===== config.mk =====
export PLATFORM = sky130hd
export DESIGN_NAME = dual_slope_ctrl
export DESIGN_NICKNAME = d
export VERILOG_FILES = /design/src/rtl/dual_slope_ctrl.sv
export SDC_FILE = /design/constraint.sdc
export NUM_CORES = 1
export LEC_CHECK = 0
export BUFFER_PORTS_ARGS = -buffer_cell sky130_fd_sc_hd__buf_2
export CORE_MARGIN = 2
export CORE_UTILIZATION = 34
export DETAILED_ROUTE_END_ITERATION = 10
export SLEW_MARGIN = 30
export SYNTH_ARGS = -nofsm -noshare
export SYNTH_HDL_FRONTEND = slang
export SYNTH_SLANG_ARGS = --single-unit

===== constraint.sdc =====
create_clock -name clk_i -period 2.7 [get_ports clk_i]
set_input_delay 0.27 -clock clk_i [delete_from_list [all_inputs] [get_ports clk_i]]
set_output_delay 0.27 -clock clk_i [all_outputs]
set_load 0.01 [all_outputs]

===== src/rtl/dual_slope_ctrl.sv =====
// Dual-slope ADC conversion sequencer: reference wait, auto-zero, fixed integrate and measured
// de-integrate, with overrange and saturation handling. Define AUTORANGE_EN to enable auto-ranging.
module dual_slope_ctrl #(
  parameter int CNT_W      = 16,
  parameter int AZ_CYCLES  = 16,
  parameter int INT_CYCLES = 1000,
  parameter int DEINT_MAX  = 2000,
  parameter int NRANGE     = 5,
  parameter int RANGE_INIT = 2,
  parameter int UP_TH      = 1900,
  parameter int DN_TH      = 150,
  parameter int ERR_HOLD   = 8
) (
  input  logic             clk_i,
  input  logic             rst_i,
  input  logic             comp_i,
  input  logic             sat_hi_i,
  input  logic             sat_lo_i,
  input  logic             ref_ok_i,
  output logic             data_valid_o,
  output logic [CNT_W-1:0] result_o,
  output logic             sign_o,
  output logic             overrange_o,
  output logic             error_o,
  output logic [1:0]       afe_sel_o,
  output logic [2:0]       range_sel_o,
  output logic             afe_reset_o,
  output logic             ref_sign_o
);

`ifdef AUTORANGE_EN
  localparam bit AR_EN = 1'b1;
`else
  localparam bit AR_EN = 1'b0;
`endif

  localparam logic [CNT_W-1:0] CNT_ZERO  = {CNT_W{1'b0}};
  localparam logic [CNT_W-1:0] CNT_ONE   = CNT_W'(1);
  localparam logic [CNT_W-1:0] AZ_LAST   = CNT_W'(AZ_CYCLES - 1);
  localparam logic [CNT_W-1:0] INT_LAST  = CNT_W'(INT_CYCLES - 1);
  localparam logic [CNT_W-1:0] DMAX      = CNT_W'(DEINT_MAX);
  localparam logic [CNT_W-1:0] DMAX_LAST = CNT_W'(DEINT_MAX - 1);
  localparam logic [CNT_W-1:0] ERR_LAST  = CNT_W'(ERR_HOLD - 1);
  localparam logic [CNT_W-1:0] UP_LIM    = CNT_W'(UP_TH);
  localparam logic [CNT_W-1:0] DN_LIM    = CNT_W'(DN_TH);
  localparam logic [2:0]       RANGE_MAX = 3'(NRANGE - 1);
  localparam logic [2:0]       RANGE_RST = 3'(RANGE_INIT);

  typedef enum logic [2:0] {
    ST_RESET       = 3'd0,
    ST_WAIT_REF    = 3'd1,
    ST_AUTO_ZERO   = 3'd2,
    ST_INTEGRATE   = 3'd3,
    ST_DEINTEGRATE = 3'd4,
    ST_DONE        = 3'd5,
    ST_ERROR       = 3'd6
  } state_e;

  state_e           state_r, state_nxt_s;
  logic [CNT_W-1:0] cnt_r, cnt_nxt_s;
  logic [CNT_W-1:0] res_r, res_nxt_s;
  logic             ovr_r, ovr_nxt_s;
  logic             pol_nxt_s;
  logic             done_s, err_s, sat_s;
  logic [2:0]       range_nxt_s;

  function automatic logic [1:0] afe_sel_f(input state_e s);
    case (s)
      ST_AUTO_ZERO:   return 2'b01;
      ST_INTEGRATE:   return 2'b10;
      ST_DEINTEGRATE: return 2'b11;
      default:        return 2'b00;
    endcase
  endfunction

  function automatic logic afe_reset_f(input state_e s);
    case (s)
      ST_RESET, ST_WAIT_REF, ST_ERROR: return 1'b1;
      default:                         return 1'b0;
    endcase
  endfunction

  assign sat_s = sat_hi_i | sat_lo_i;

  // Next-state, phase counter and de-integrate capture; reference loss outranks saturation
  always_comb begin
    state_nxt_s = state_r;
    cnt_nxt_s   = cnt_r;
    res_nxt_s   = res_r;
    ovr_nxt_s   = ovr_r;
    pol_nxt_s   = ref_sign_o;
    done_s      = 1'b0;
    err_s       = 1'b0;
    case (state_r)
      ST_RESET: begin
        state_nxt_s = ST_WAIT_REF;
        cnt_nxt_s   = CNT_ZERO;
      end
      ST_WAIT_REF: begin
        if (ref_ok_i) begin
          state_nxt_s = ST_AUTO_ZERO;
          cnt_nxt_s   = CNT_ZERO;
        end else begin
          state_nxt_s = ST_WAIT_REF;
        end
      end
      ST_AUTO_ZERO: begin
        if (!ref_ok_i) begin
          state_nxt_s = ST_WAIT_REF;
        end else if (cnt_r == AZ_LAST) begin
          state_nxt_s = ST_INTEGRATE;
          cnt_nxt_s   = CNT_ZERO;
        end else begin
          cnt_nxt_s = cnt_r + CNT_ONE;
        end
      end
      ST_INTEGRATE: begin
        if (!ref_ok_i) begin
          state_nxt_s = ST_WAIT_REF;
        end else if (sat_s) begin
          state_nxt_s = ST_ERROR;
          cnt_nxt_s   = CNT_ZERO;
          err_s       = 1'b1;
        end else if (cnt_r == INT_LAST) begin
          state_nxt_s = ST_DEINTEGRATE;
          cnt_nxt_s   = CNT_ZERO;
          pol_nxt_s   = comp_i;
        end else begin
          cnt_nxt_s = cnt_r + CNT_ONE;
        end
      end
      ST_DEINTEGRATE: begin
        if (!ref_ok_i) begin
          state_nxt_s = ST_WAIT_REF;
        end else if (sat_s) begin
          state_nxt_s = ST_ERROR;
          cnt_nxt_s   = CNT_ZERO;
          err_s       = 1'b1;
        end else if (comp_i != ref_sign_o) begin
          state_nxt_s = ST_DONE;
          res_nxt_s   = cnt_r;
          ovr_nxt_s   = 1'b0;
        end else if (cnt_r == DMAX_LAST) begin
          state_nxt_s = ST_DONE;
          res_nxt_s   = DMAX;
          ovr_nxt_s   = 1'b1;
        end else begin
          cnt_nxt_s = cnt_r + CNT_ONE;
        end
      end
      ST_DONE: begin
        if (!ref_ok_i) begin
          state_nxt_s = ST_WAIT_REF;
        end else begin
          state_nxt_s = ST_AUTO_ZERO;
          cnt_nxt_s   = CNT_ZERO;
          done_s      = 1'b1;
        end
      end
      ST_ERROR: begin
        if (cnt_r == ERR_LAST) begin
          state_nxt_s = ST_RESET;
          cnt_nxt_s   = CNT_ZERO;
        end else begin
          cnt_nxt_s = cnt_r + CNT_ONE;
        end
      end
      default: begin
        state_nxt_s = ST_RESET;
        cnt_nxt_s   = CNT_ZERO;
      end
    endcase
  end

  // Range update on a completed conversion or a saturation abort (constant without auto-ranging)
  always_comb begin
    range_nxt_s = range_sel_o;
    if (AR_EN && done_s) begin
      if ((ovr_r || (res_r > UP_LIM)) && (range_sel_o < RANGE_MAX)) begin
        range_nxt_s = range_sel_o + 3'd1;
      end else if ((res_r < DN_LIM) && (range_sel_o != 3'd0)) begin
        range_nxt_s = range_sel_o - 3'd1;
      end else begin
        range_nxt_s = range_sel_o;
      end
    end else if (AR_EN && err_s && (range_sel_o < RANGE_MAX)) begin
      range_nxt_s = range_sel_o + 3'd1;
    end else begin
      range_nxt_s = range_sel_o;
    end
  end

  // State, counter and capture registers
  always_ff @(posedge clk_i or posedge rst_i) begin
    if (rst_i) begin
      state_r <= ST_RESET;
      cnt_r   <= CNT_ZERO;
      res_r   <= CNT_ZERO;
      ovr_r   <= 1'b0;
    end else begin
      state_r <= state_nxt_s;
      cnt_r   <= cnt_nxt_s;
      res_r   <= res_nxt_s;
      ovr_r   <= ovr_nxt_s;
    end
  end

  // Registered outputs; AFE controls decode the next state so they line up with state_r
  always_ff @(posedge clk_i or posedge rst_i) begin
    if (rst_i) begin
      data_valid_o <= 1'b0;
      result_o     <= CNT_ZERO;
      sign_o       <= 1'b0;
      overrange_o  <= 1'b0;
      error_o      <= 1'b0;
      afe_sel_o    <= 2'b00;
      afe_reset_o  <= 1'b1;
      ref_sign_o   <= 1'b0;
      range_sel_o  <= RANGE_RST;
    end else begin
      data_valid_o <= done_s;
      error_o      <= err_s;
      afe_sel_o    <= afe_sel_f(state_nxt_s);
      afe_reset_o  <= afe_reset_f(state_nxt_s);
      ref_sign_o   <= pol_nxt_s;
      range_sel_o  <= range_nxt_s;
      if (done_s) begin
        result_o    <= res_r;
        sign_o      <= ~ref_sign_o;
        overrange_o <= ovr_r;
      end
    end
  end

endmodule


[Word-level counts from Yosys, hierarchy flattened]
Cells that the tools add are included.
Cells by class
  add/sub/neg operators: 1
  equal/unequal tests: 22
  muxes and demuxes: 35
  bitwise operators: 3
  reduce and logical (&&, ||, !) cells: 9
Operators with widths (count)
  2-to-1 mux 16 bit: 13
  case mux 16 bit (5 select lines): 1
  2-to-1 mux 3 bit: 10
  case mux 3 bit (6 select lines): 1
  adder 16 x 1 -> 16 bit (second input constant): 1
  == test 16 x 10 -> 1 bit (second input constant): 1
  == test 16 x 11 -> 1 bit (second input constant): 1
  == test 16 x 3 -> 1 bit (second input constant): 1
  == test 16 x 4 -> 1 bit (second input constant): 1
  == test 3 bit (second input constant): 5
  == test 3 x 2 -> 1 bit (second input constant): 4
  2-to-1 mux 1 bit: 8
  AND reduction 4 bit: 2
  == test 3 x 1 -> 1 bit (second input constant): 2
  logical NOT 3 bit: 2
  != test 2 bit (second input constant): 3
  != test 3 bit (second input constant): 2
  case mux 2 bit (3 select lines): 1
  AND reduction 6 bit: 1
  OR reduction 2 bit: 2
  OR reduction 3 bit: 1
  2-to-1 mux 2 bit: 1
  != test 2 x 1 -> 1 bit (second input constant): 1
  inverter 1 bit: 2
  other kinds (3): 3
Word-level totals
  register bits after elaboration: 60
  input port bits: 6
  output and inout port bits: 27
  word-level logic and storage cells: 82

[Longest topological paths before layout]
Gate-level depths: netlist (run 1).
  word-level depth: 9
  gate-level depth with buffers: 8
  mapped depth without buffers: 7

[Worst setup path before layout (run 1)]
OpenSTA, ideal clock, no wires.
  kind: register to register
  start point: register cnt_r[0]
  end point: register cnt_r[0]
  setup time: 0.125 ns
  arrival: 1.913 ns
  data required time: 2.575 ns
  setup slack: 0.663 ns
  stages on the path, launching flop included: 8
  path buffers: 0
  clock period less this slack: 2.037 ns
  cells stage by stage: dfrtp_1 > ha_1 > and4bb_1 > nand2_1 > or4_4 > o22ai_4 > nor2_2 > mux2_2
Between the ends
  longest elaborated chain between the ends: 6
  elaborated cells between the ends (all ways): 18
  those cells by class: 1 x add/sub; 5 x eq/ne; 11 x mux; 1 x reduce/logical
RTL lines
  from (decl): RTL line 60  | logic [CNT_W-1:0] cnt_r, cnt_nxt_s;
  from (signal assigned): RTL line 202  | cnt_r <= cnt_nxt_s;
  adder 16 x 1 -> 16 bit
  2-to-1 mux 16 bit: RTL line 143  | end else if (cnt_r == DMAX_LAST) begin
  2-to-1 mux 16 bit: RTL line 139  | end else if (comp_i != ref_sign_o) begin
  2-to-1 mux 16 bit: RTL line 135  | end else if (sat_s) begin
  2-to-1 mux 16 bit: RTL line 133  | if (!ref_ok_i) begin
  case mux 16 bit (5 select lines): RTL line 94  | case (state_r)
Parallel ways exist; a longest one is shown, timed or not. The select of a mux whose other input is x is not followed.
A chain may end at the register's enable or synchronous reset.

[Final worst setup path (run 1)]
Same ends and word-level chain as after synthesis.

==> out/qor.txt, run 1 <==
RUN STATUS
--------------------------------------------------------------------------------------------------
Result of the run                                                                     complete, no violations

POWER AND IR DROP
--------------------------------------------------------------------------------------------------
Peak supply drop                                                                          0.243 mV
Power per Cell Area                                                                    643 nW/um^2
Static leakage                                                                             1.57 nW

GRT
--------------------------------------------------------------------------------------------------
First-pass GRT wire length                                                                 9.67 mm
Vias in the first global route                                                               2,031
Overall track demand over capacity in global routing                                         14.1%
Maximum number of pins on one net before global-route repair                                    26
Initial antenna violation count                                                                  0
Gr ovfl total                                                                                    0

YOSYS
--------------------------------------------------------------------------------------------------
FF+latch count, synth                                                                           60
Commonest register cell after synthesis                                               sky130_fd_sc_hd__dfrtp_1
Synth top area cells                                                                  sky130_fd_sc_hd__dfrtp_1 (54%), sky130_fd_sc_hd__nand2_1 (9.0%), sky130_fd_sc_hd__nor2_1 (4.1%)
Average cell area after synthesis                                                       9.72 sq um
Number of enable flip-flop cells after synthesis                                                 0
Sequential area share after synthesis                                                        54.8%
Number of standard cells after synthesis                                                       282
Area leader, netlist                                                                  sky130_fd_sc_hd__dfrtp_1
Number of distinct library cells after synthesis                                                50
Proportion of netlist area held by the largest area contributor                              53.9%
Netlist area before placement                                                           2740 sq um
Synth async-reset ratio                                                                       100%
Synth warn                                                                                       0

MIN PATH
--------------------------------------------------------------------------------------------------
Worst min-delay path category                                                         input port to flop

SETUP PATH
--------------------------------------------------------------------------------------------------
Startpoint type of the worst setup path                                                       flop
Capturing element of the worst setup path                                             cnt_r[0]$_DFFE_PP0P_
Worst reg2reg path depth                                                                         7
Worst-case register-to-register setup slack                                                 430 ps
Required time of the critical path                                                         2910 ps
Worst-path cell chain                                                                 ha_1 -> and4bb_1 -> nand2_1 -> or4_4 -> o22ai_4 -> nor2_2 -> mux2_2
Number of cells on the critical path                                                             7
Critical Path Max Stage Delay                                                               560 ps
Number of buffers and inverters on the critical path                                             0
Max FO, Critical Path                                                                            6
Reg-to-reg critical path startpoint                                                   cnt_r[0]$_DFFE_PP0P_
Data arrival, critical path                                                                2480 ps
Kind of critical path                                                                 flop to flop
Crit Reg-Reg Endpoint                                                                 cnt_r[0]$_DFFE_PP0P_
Kind of cell adding the most delay to the critical path                               simple AND/OR/NAND/NOR gates
Crit end category                                                                             flop
Library cell contributing the largest single delay on the critical path               sky130_fd_sc_hd__or4_4
Timing startpoint of the critical path                                                cnt_r[0]$_DFFE_PP0P_

LAYOUT
--------------------------------------------------------------------------------------------------
Most common cell after layout, fill and taps aside                                    sky130_fd_sc_hd__nand2_1
P&R area growth vs syn                                                                       15.3%
N_diodes                                                                                         0
Sequential cell area                                                                    1500 sq um
Count of filler cells inserted in the layout                                                   793
Layout Cells excl Fill                                                                         420
Proportion of layout cells with a drive suffix above 1                                       18.9%
Most used cells in the layout excluding fill and tap cells                            sky130_fd_sc_hd__nand2_1 (66), sky130_fd_sc_hd__dfrtp_1 (59), sky130_fd_sc_hd__nor2_1 (30)
Area of combinational cells with multiple inputs                                        1150 sq um
Net count, final                                                                               320

ROUTE
--------------------------------------------------------------------------------------------------
Average vias per placed instance                                                              4.99
Total wirelength of the detailed-routed design                                             5.59 mm
Vias post-DR                                                                                 2,097
Final ANT Viol Nets                                                                              0
Length of the first detailed-routing pass in iterations                                          4
DRC violation total after the first TritonRoute iteration                                       71
Average wire per cell in the routed design                                                 13.3 um
DRC errors left                                                                                  0

STA
--------------------------------------------------------------------------------------------------
Worst-Margin Slew                                                                           662 ps
Total count of max-transition violations in the final report                                     0
Clock Skew                                                                                 7.99 ps
Count of final hold-check violations                                                             0
Final sum of negative setup slack                                                             0 ps
RSZ-0062 raised after global routing                                                         false
Max-slew headroom at the worst pin                                                           55.7%
Minimum clock period                                                                       2270 ps
Tcrit/Tclk final                                                                             84.2%
Number of endpoints failing setup at the final stage                                             0
Maximum frequency from static timing analysis                                              440 MHz

CLOCK TREE
--------------------------------------------------------------------------------------------------
CTS root buffer                                                                       sky130_fd_sc_hd__clkbuf_8
H-Tree Level Count                                                                               3
Clock transition time at the flip-flop clock pins of the worst setup and hold paths          60 ps
Sinks on Clock Net                                                                              60
TritonCTS clock tree                                                                           yes
Buffer levels on the longest clock path                                                          2
Resized Gates After CTS                                                                          0
TritonCTS buffer count                                                                           9
Buffers inserted by post-CTS timing repair                                                       0
Clock latency of the later-clocked register in the worst-skew pair                          330 ps

PLACE
--------------------------------------------------------------------------------------------------
Hpwl dp                                                                                    3.98 mm
Routability cong.                                                                            0.867
Quantity of I/O buffers inserted on ports                                                       29
Placed cells                                                                                   403

DIE
--------------------------------------------------------------------------------------------------
Vertical die dimension                                                                     93.8 um
Initial core utilization                                                                     35.3%
Number of rows created at floorplan                                                             32
Horizontal die dimension                                                                   93.8 um
IO Count                                                                                        33
Die Area                                                                                8800 sq um
Core outline area                                                                       7770 sq um

FLOW RUN
--------------------------------------------------------------------------------------------------
Max-cap check violation count                                                                    0

[per-stage QoR]
stage          setup slack, ps  power (mW)  hold WS (ps)  instance area [sq um]  util, %
6_report                   427        2.03           234                   3160     40.7
5_1_grt                    271        2.13           241                   3160     40.7
4_1_cts                    444        2.06           220                   3160     40.7
3_5_place_dp               458        1.29           338                   2970     38.2
3_3_place_gp               509        1.28           330                   2970     38.2
2_1_floorplan              663        1.21           420                   2750        -
[power by group]
part	internal (mW)	switching (mW)	total (mW)
sequential	0.964	0.0463	1.01
clock	0.422	0.341	0.763
combinational	0.105	0.154	0.258
total	1.49	0.541	2.03
[worst min path at each step]
| stage | to | depth (start not counted) | slack (ps) | start |
|---|---|---|---|---|
| 2_1_floorplan | ref_sign_o$_DFFE_PP0P_ | 1 | 420 | comp_i |
| 3_3_place_gp | result_o[3]$_DFFE_PP0P_ | 2 | 330 | rst_i |
| 3_5_place_dp | result_o[2]$_DFFE_PP0P_ | 2 | 340 | rst_i |
| 4_1_cts | ref_sign_o$_DFFE_PP0P_ | 2 | 220 | comp_i |
| 5_1_grt | ref_sign_o$_DFFE_PP0P_ | 2 | 240 | comp_i |
| 6_report | ref_sign_o$_DFFE_PP0P_ | 2 | 230 | comp_i |
[synthesized netlist by cell type, types with 2 or more instances]
master	instances
sky130_fd_sc_hd__nor2b_1	3
sky130_fd_sc_hd__o22a_1	6
sky130_fd_sc_hd__dfrtp_1	59
sky130_fd_sc_hd__or3_1	2
sky130_fd_sc_hd__and3_1	3
sky130_fd_sc_hd__nor2_2	2
sky130_fd_sc_hd__clkbuf_1	7
sky130_fd_sc_hd__inv_1	5
sky130_fd_sc_hd__buf_2	2
sky130_fd_sc_hd__o21ai_1	3
sky130_fd_sc_hd__a22o_2	3
sky130_fd_sc_hd__nor3_1	6
sky130_fd_sc_hd__nor3b_1	2
sky130_fd_sc_hd__nand3_1	11
sky130_fd_sc_hd__a21o_1	2
sky130_fd_sc_hd__nand4_1	4
sky130_fd_sc_hd__buf_4	3
sky130_fd_sc_hd__mux2_2	2
sky130_fd_sc_hd__a21o_2	2
sky130_fd_sc_hd__xor2_1	2
sky130_fd_sc_hd__a22o_1	11
sky130_fd_sc_hd__nor2_1	30
sky130_fd_sc_hd__o21ai_0	7
sky130_fd_sc_hd__and4_1	2
sky130_fd_sc_hd__nand2_1	66
sky130_fd_sc_hd__nor4_1	2
sky130_fd_sc_hd__conb_1	2
sky130_fd_sc_hd__xnor2_1	11
[flip-flops by register name, indices dropped and copies added (netlist names)]
name,cells
afe_reset_o,1
res_r,16
sign_o,1
data_valid_o,1
ovr_r,1
cnt_r,16
state_r,3
afe_sel_o,2
overrange_o,1
error_o,1
result_o,16
ref_sign_o,1
[metal layers]
layer	track usage [%]	vias up	wire, um	share of wire [%]
li1	-	1027	-	-
met1	18.4	1023	2690	48
met2	21.9	41	2590	46
met3	3.93	6	219	3.9
met4	6.28	0	85	1.5
met5	0	-	0	0
[area by class of cell]
cell class,count,share of cell area (%)
tap,102,4.04
timing repair buffer,33,5.62
clock inverter,5,1.66
sequential,60,47.5
clock buffer,11,4.16
multi-input combinational,203,36.3
inverter,6,0.713
[cell families after synthesis]
group	count (synthesis)	synth area share, %
simple gates	140	23.2
mux	3	1.19
buf+inv	20	3.51
flops	60	54.8
fa+ha+maj	1	0.456
xor+xnor	13	4.15
other cells	2	0.274
compound gates	43	12.4
[what timing repair did]
item	4_1_cts	5_1_grt
setup endpoints to repair	0	0
hold endpoints to repair	22	0
hold buffers	1	0
[worst register-to-register path, delay by kind of cell (launching register included)]
family                   cells  cell delay, ps
AO/OA/AOI/OAI                1             230
adder cells (fa/ha/maj)      1             220
flip-flops                   1             400
multiplexers                 1             280
AND/OR/NAND/NOR              4            1020
Note: power is estimated with default switching activity, not from simulation.
==> inputs of run 2 (changes only) <==
clock period = 2.05 ns   (was 2.7 ns; I/O delays follow)
==> out/qor.txt, run 2 (same netlist as run 1, synthesis figures left out) <==
ROUTE
--------------------------------------------------------------------------------------------------
Average vias per placed instance                                                              4.90   -1.8%
DRC violation total after the first TritonRoute iteration                                      125   +76%
Length of the first detailed-routing pass in iterations                                          4   unchanged
Total wirelength of the detailed-routed design                                             5.94 mm   +6.4%
Vias post-DR                                                                                 2,212   +5.5%
Average wire per cell in the routed design                                                 13.2 um   -0.96%
DRC errors left                                                                                  0   unchanged
Final ANT Viol Nets                                                                              0   unchanged

LAYOUT
--------------------------------------------------------------------------------------------------
Most common cell after layout, fill and taps aside                                    sky130_fd_sc_hd__nand2_1
P&R area growth vs syn                                                                       28.4%
Layout Cells excl Fill                                                                         451   +7.4%
Proportion of layout cells with a drive suffix above 1                                       28.9%   +10 points
Most used cells in the layout excluding fill and tap cells                            sky130_fd_sc_hd__nand2_1 (66), sky130_fd_sc_hd__dfrtp_1 (59), sky130_fd_sc_hd__buf_4 (32)
Net count, final                                                                               351   +9.7%
N_diodes                                                                                         0   unchanged
Largest registers                                                                     cnt_r: 16 flops, res_r: 16 flops, result_o: 16 flops

PLACE
--------------------------------------------------------------------------------------------------
Placed cells                                                                                   431   +6.9%
Quantity of I/O buffers inserted on ports                                                       29   unchanged
Worst-case setup slack after placement                                                    -86.0 ps   -545 ps
Routability cong.                                                                            0.797   -8.1%
Hpwl dp                                                                                    4.32 mm   +8.5%

GRT
--------------------------------------------------------------------------------------------------
Vias in the first global route                                                               2,152   +6.0%
Initial antenna violation count                                                                  0   unchanged
GRT met3 Usage                                                                               3.93%   unchanged
Overall track demand over capacity in global routing                                         14.9%   +0.77 points
Met1 global-route usage                                                                      19.2%   +0.78 points
Layer carrying the most global-route usage                                                    met2
First-pass GRT wire length                                                                 10.2 mm   +5.3%
Maximum number of pins on one net before global-route repair                                    33   +27%
Gr ovfl total                                                                                    0   unchanged
Met2 track demand over resource in global routing                                            23.2%   +1.3 points

FLOW RUN
--------------------------------------------------------------------------------------------------
Max-cap check violation count                                                                    0   unchanged

DIE
--------------------------------------------------------------------------------------------------
Horizontal die dimension                                                                   93.8 um   unchanged
Core outline area                                                                       7770 sq um   unchanged
IO Count                                                                                        33   unchanged
Number of rows created at floorplan                                                             32   unchanged
Vertical die dimension                                                                     93.8 um   unchanged
Die Area                                                                                8800 sq um   unchanged
Initial core utilization                                                                     35.3%   unchanged

STA
--------------------------------------------------------------------------------------------------
Clock Skew                                                                                 8.13 ps   +0.146 ps
Max-slew headroom at the worst pin                                                           57.3%   +1.6 points
Maximum frequency from static timing analysis                                              493 MHz   +12%
Count of final hold-check violations                                                             0   unchanged
Worst Slack Setup Final                                                                    22.2 ps   -405 ps
Final sum of negative setup slack                                                             0 ps   unchanged
Worst-Margin Slew                                                                           640 ps   -22.6 ps
RSZ-0062 raised after global routing                                                          true
Minimum clock period                                                                       2030 ps   -245 ps
Tcrit/Tclk final                                                                             98.9%   +15 points
Total count of max-transition violations in the final report                                     0   unchanged
Number of endpoints failing setup at the final stage                                             0   unchanged

RUN STATUS
--------------------------------------------------------------------------------------------------
Result of the run                                                                     complete, no violations

SETUP PATH
--------------------------------------------------------------------------------------------------
Crit end category                                                                             flop
Kind of critical path                                                                 flop to flop
Max FO, Critical Path                                                                            6   unchanged
Worst-case register-to-register setup slack                                                  20 ps   -410 ps
Startpoint type of the worst setup path                                                       flop
Data arrival, critical path                                                                2250 ps   -230 ps
Required time of the critical path                                                         2280 ps   -630 ps

CLOCK TREE
--------------------------------------------------------------------------------------------------
H-Tree Level Count                                                                               3   unchanged
Clock transition time at the flip-flop clock pins of the worst setup and hold paths          70 ps   about the same
TritonCTS clock tree                                                                           yes
TritonCTS buffer count                                                                           9   unchanged
CTS root buffer                                                                       sky130_fd_sc_hd__clkbuf_8
Clock latency of the later-clocked register in the worst-skew pair                          340 ps   about the same
Sinks on Clock Net                                                                              60   unchanged
Buffer levels on the longest clock path                                                          2   unchanged

POWER AND IR DROP
--------------------------------------------------------------------------------------------------
Power per Cell Area                                                                    869 nW/um^2   +35%
Peak supply drop                                                                          0.310 mV   +28%
Static leakage                                                                             1.77 nW   +13%

MIN PATH
--------------------------------------------------------------------------------------------------
Worst min-delay path category                                                         input port to flop

## run 2: path summary, 6_finish.rpt
check,startpoint,end,cells past startpoint
max,cnt_r[1]$_DFFE_PP0P_,cnt_r[0]$_DFFE_PP0P_,7
min,comp_i,ref_sign_o$_DFFE_PP0P_,2
max reg2reg,cnt_r[1]$_DFFE_PP0P_,cnt_r[0]$_DFFE_PP0P_,7
min reg2reg,result_o[6]$_DFFE_PP0P_,result_o[6]$_DFFE_PP0P_,2
max in group asynchronous,rst_i,cnt_r[7]$_DFFE_PP0P_,4
min in group asynchronous,rst_i,data_valid_o$_DFF_PP0_,3
## run 2: timing repair
| item | in CTS | in global routing |
|---|---|---|
| setup buffers | 0 | 2 |
| endpoints found under the hold margin | 27 | 0 |
| pin swaps | 1 | 3 |
| hold buffers | 1 | 0 |
| endpoints found under the setup margin | 15 | 19 |
| gates cloned | 0 | 1 |
| resized for setup | 4 | 6 |
## run 2: critical path: stages (launching register included)
cell and delay (ps):
sky130_fd_sc_hd__dfrtp_1 360, sky130_fd_sc_hd__ha_2 180, sky130_fd_sc_hd__and4bb_1 240, sky130_fd_sc_hd__nand2_1 80, sky130_fd_sc_hd__or4_4 560, sky130_fd_sc_hd__o22ai_4 150, sky130_fd_sc_hd__nor2_4 80, sky130_fd_sc_hd__mux2_2 260
## run 2: through the flow
step,utilization (%),total power [mW],hold slack (ps),area (sq um)
floorplan,-,1.59,355,2750
global placement,41.1,1.74,316,3190
detailed placement,41.1,1.75,329,3190
CTS,44.7,3.09,139,3470
global route,45.3,3.20,169,3520
finish,45.3,3.06,152,3520
## run 2: final cells by class
class	count	area, sq um
Inverter	6	22.5
Clock buffer	10	138
Clock inverter	6	111
Fill cell	763	4250
Timing Repair Buffer	63	415
Sequential cell	60	1500
Tap cell	102	128
Multi-Input combinational cell	204	1200
## run 2: report_power, final
group	internal [mW]	total [mW]	switching, mW
Sequential	1.27	1.31	0.0423
Clock	0.840	1.32	0.481
Combinational	0.183	0.425	0.242
Total	2.29	3.06	0.765
## run 2: layer usage
layer	part of all wire (%)	up-vias
met5	0	-
met3	3.3	11
met1	48	1078
li1	-	1082
met2	46	41
met4	2.1	0
